## src/rtl/logic_basic_debouncer_pkg.sv

```systemverilog
// Shared helpers for the debouncer slice.
package logic_basic_debouncer_pkg;

  // Counter width able to hold 0..count; never narrower than one bit.
  function automatic int unsigned cnt_width(input int unsigned count);
    int unsigned w;
    w = $clog2(count + 1);
    return (w < 1) ? 1 : w;
  endfunction

endpackage

```

## src/rtl/logic_basic_debouncer_channel.sv

```systemverilog
// One debounced channel: stability counter, registered level and edge pulses.
module logic_basic_debouncer_channel
  import logic_basic_debouncer_pkg::*;
#(
  parameter int unsigned COUNT       = 4,
  parameter logic        RESET_VALUE = 1'b0
) (
  input  logic aclk,
  input  logic areset,
  input  logic tick,
  input  logic i,
  output logic o,
  output logic rise,
  output logic fall
);

  localparam int unsigned CW = cnt_width(COUNT);
  localparam logic [CW-1:0] LAST = CW'(COUNT - 1);

  logic [CW-1:0] cnt;

  always_ff @(posedge aclk) begin
    if (areset) begin
      o    <= RESET_VALUE;
      rise <= 1'b0;
      fall <= 1'b0;
      cnt  <= '0;
    end else begin
      rise <= 1'b0;
      fall <= 1'b0;
      if (i == o) begin
        cnt <= '0;
      end else if (tick) begin
        // Accept on the COUNT-th qualified differing edge; counter never reaches COUNT.
        if (cnt == LAST) begin
          o    <= i;
          cnt  <= '0;
          rise <= i;
          fall <= ~i;
        end else begin
          cnt <= cnt + 1'b1;
        end
      end
    end
  end

endmodule

```

## src/rtl/logic_basic_debouncer.sv

```systemverilog
// WIDTH independent debounce/edge-detect channels sharing clock, reset and tick.
module logic_basic_debouncer #(
  parameter int unsigned      WIDTH       = 1,
  parameter int unsigned      COUNT       = 4,
  parameter logic [WIDTH-1:0] RESET_VALUE = '0
) (
  input  logic             aclk,
  input  logic             areset,
  input  logic             tick,
  input  logic [WIDTH-1:0] i,
  output logic [WIDTH-1:0] o,
  output logic [WIDTH-1:0] rise,
  output logic [WIDTH-1:0] fall
);

  for (genvar g = 0; g < WIDTH; g++) begin : g_ch
    logic_basic_debouncer_channel #(
      .COUNT       (COUNT),
      .RESET_VALUE (RESET_VALUE[g])
    ) u_ch (
      .aclk   (aclk),
      .areset (areset),
      .tick   (tick),
      .i      (i[g]),
      .o      (o[g]),
      .rise   (rise[g]),
      .fall   (fall[g])
    );
  end

endmodule

```

## config.mk

```make
export PLATFORM = sky130hd
export DESIGN_NAME = logic_basic_debouncer
export DESIGN_NICKNAME = d
export VERILOG_FILES = /design/src/rtl/logic_basic_debouncer_pkg.sv /design/src/rtl/logic_basic_debouncer_channel.sv /design/src/rtl/logic_basic_debouncer.sv
export SDC_FILE = /design/constraint.sdc
export NUM_CORES = 1
export LEC_CHECK = 0
export ABC_CLOCK_PERIOD_IN_PS = 1400
export CAP_MARGIN = 20
export CORE_AREA = 5 5 42 44
export DETAILED_ROUTE_END_ITERATION = 10
export DIE_AREA = 0 0 47 49
export GPL_TIMING_DRIVEN = 0
export PLACE_DENSITY_LB_ADDON = 0.3
export SYNTH_ARGS = -nofsm -noshare
export SYNTH_HDL_FRONTEND = slang
export SYNTH_SLANG_ARGS = --single-unit
```

## constraint.sdc

```tcl
create_clock -name aclk -period 1.4 [get_ports aclk]
set_clock_uncertainty 0.2 [all_clocks]
set_input_delay 0.14 -clock aclk [delete_from_list [all_inputs] [get_ports aclk]]
set_output_delay 0.14 -clock aclk [all_outputs]
set_load 0.03 [all_outputs]
```

==> metrics <==
run status=completed; synthesis-stage register bit count=6; peak ir drop on the vdd network=0.319 mV; area of the core region=1400 µm²; average cell area after synthesis=9.70 µm²; Worst Setup Start Kind=register; buffer depth of the longest clock path=2; TritonCTS clock tree=built; final-report max-slew violation count=0; Yosys warning total=0; standard-cell row count=14; global route total overflow=0; synthesized netlist cell count=24; time the final worst path needs with I/O delays and setup=1.30 ns; cell leakage power=0.000148 µW; Initial DRC Count=3; Worst Hold Margin=0.239 ns; # port buffers=6; DP Cell Count=46; clock transition time at the flip-flop clock pins of the worst setup and hold paths=0.05 ns; buffer count from post-CTS setup fixing=0; timing-limited maximum frequency=0.770 GHz; worst endpoint required time=1.06 ns; H-tree depth=1; number of buffers and inverters on the critical path=1; simple-gate portion of the synthesized area=26.9%; antenna fix cells=0; power per cell area=1090 nW/µm²; area share of xor/xnor cells in the synthesized design=3.76%; placed inst area=313 µm²; number of buffers created by CTS=3; placed wire-length estimate after detailed placement=378 µm; wire length of the first global-routing pass=869 µm; GRT Total Usage=5.85%; Die Width=47 µm; endpoint kind of the worst setup timing path=primary output; Final Instance Area=328 µm²; largest net degree at the start of global routing=6; class of the tightest hold or removal check=reg -> reg; cell family with most CP delay=buffers and inverters; Max transition margin=77.3%; average detailed-routed wire length per instance=9.86 µm; overall via count from detail_route=196; critical path peak fanout=1; number of antenna violations at the first check in global routing=0; DRC violations left=0; Synthesized Nets=29; Initial Util=16.6%; critical path's largest stage delay=0.42 ns; Worst Path Arrival=0.96 ns; number of sinks handled by clock tree synthesis=6; commonest cells after routing, fill and taps aside=sky130_fd_sc_hd__dfxtp_1 (6), sky130_fd_sc_hd__nand2b_1 (3), sky130_fd_sc_hd__nor2_1 (3), sky130_fd_sc_hd__clkbuf_4 (3), sky130_fd_sc_hd__clkdlybuf4s50_1 (3); die area=2300 µm²; share of synthesized area spent on multiplexers=8.60%; first drt pass iteration count=4; final estimated routing congestion in global placement=0.566; sequential area share after synthesis=51.6%; number of failing hold endpoints at the final stage=0; via density per instance=4.00; cells along the critical path=dlygate4sd2_1; clock latency reported for the late side of the worst-skew pair=0.24 ns; setup repair after global routing missed its margin=no; combinational family with the most area after synthesis=simple AND/OR/NAND/NOR gates; final number of setup-violating endpoints=0; share of final-layout standard cells stronger than drive strength 1=12.1%; master of the slowest instance on the critical path=sky130_fd_sc_hd__dlygate4sd2_1; post-route ant nets=0; y dimension of the die=49 µm; Clk Tree Root Cell=sky130_fd_sc_hd__clkbuf_4; via count of the first global-routing pass=222; final non-filler cell total=49; total routed wirelength=483 µm; share of the clock period used by the worst path=92.7%; Area growth syn-to-layout=40.9%; Final #Nets=40; number of violations of the max-capacitance limit=0; most frequent standard cell in the layout excluding fill and tap cells=sky130_fd_sc_hd__dfxtp_1; category of the most critical setup path=reg -> out; actual transition at the worst max-transition pin=0.341 ns; post-synthesis adder-cell area fraction=5.38%; # IOs=7; netlist area before placement=233 µm²; Finished Core Util=23.4%; number of distinct standard cells referenced by the synthesized netlist=11; # hold bufs at CTS=0; post-route total power=357 µW; compound-cell area share of the yosys netlist=2.15%
power by group:
part / internal, µW / total, µW / switching, µW
registers: 173 / 174 / 1.16
logic: 12.6 / 21.7 / 9.15
clock network: 97.1 / 161 / 63.8
Yosys cell counts:
library cell | number | area (µm²)
sky130_fd_sc_hd__nand3b_1 | 2 | 15.0
sky130_fd_sc_hd__inv_1 | 1 | 3.75
sky130_fd_sc_hd__nand2_1 | 2 | 7.51
sky130_fd_sc_hd__dfxtp_1 | 6 | 120
sky130_fd_sc_hd__nand2b_1 | 3 | 18.8
sky130_fd_sc_hd__ha_1 | 1 | 12.5
sky130_fd_sc_hd__xor2_1 | 1 | 8.76
sky130_fd_sc_hd__nor3_1 | 2 | 10.0
sky130_fd_sc_hd__mux2i_1 | 2 | 20.0
sky130_fd_sc_hd__nor2_1 | 3 | 11.3
sky130_fd_sc_hd__a21oi_1 | 1 | 5.00
repair_timing:
action	in CTS	in global routing
cloned	0	0
resized for setup	3	2
setup endpoints to repair	3	1
worst min-delay path: stages (launching register included):
cell,delay [ns]
sky130_fd_sc_hd__dfxtp_1,0.31
sky130_fd_sc_hd__nand2_1,0.05
sky130_fd_sc_hd__nor2_1,0.03
cell families (layout without fill, tap and decap cells):
kind of cell | Yosys count | after routing
adders and majority gates | 1 | 1
xor gates and xnor gates | 1 | 1
buffers and inverters | 1 | 10
AOI/OAI and AO/OA | 1 | 1
and+or+nand+nor | 12 | 12
muxes | 2 | 2
DFF | 6 | 6
cell type report:
cell class | count | area, µm²
fill | 164 | 1070
sequential | 6 | 120
multi-input combinational | 17 | 109
timing repair buffer | 6 | 52.6
clock buffer | 3 | 22.5
tap | 16 | 20.0
inverter | 1 | 3.75
flip-flops by register name, indices dropped and copies added, names as in the netlist:
name            flops
g_ch.u_ch.cnt       3
g_ch.u_ch.fall      1
g_ch.u_ch.o         1
g_ch.u_ch.rise      1
path summary, 6_finish.rpt:
| path | startpoint | end | slack [ns] | depth (start not counted) |
|---|---|---|---|---|
| setup / recovery | g_ch[0].u_ch.rise$_SDFF_PP0_ | rise | 0.10 | 1 |
| hold / removal | g_ch[0].u_ch.cnt[2]$_SDFFE_PP0P_ | g_ch[0].u_ch.cnt[2]$_SDFFE_PP0P_ | 0.24 | 2 |
| setup reg to reg | g_ch[0].u_ch.cnt[0]$_SDFFE_PP0P_ | g_ch[0].u_ch.o$_SDFFE_PP0P_ | 0.15 | 4 |
| hold reg to reg | g_ch[0].u_ch.cnt[2]$_SDFFE_PP0P_ | g_ch[0].u_ch.cnt[2]$_SDFFE_PP0P_ | 0.24 | 2 |
layer usage:
layer	vias up	track usage (%)	share of wire, %	wire [µm]
met2	10	7.01	42	205
li1	97	-	-	-
met4	0	6.91	1.2	6
met1	87	5.07	40	195
met5	-	0	0	0
met3	2	5.17	16	76
through the flow:
stage	setup TNS [ns]	setup WS (ns)
final	0	0.102
after detailed placement	-0.182	-0.0853
after CTS	0	0.0220
after floorplan	0	0.174
after global routing	0	0.0609
after global placement	-0.0754	-0.0385
(Power assumes the default switching activity.)
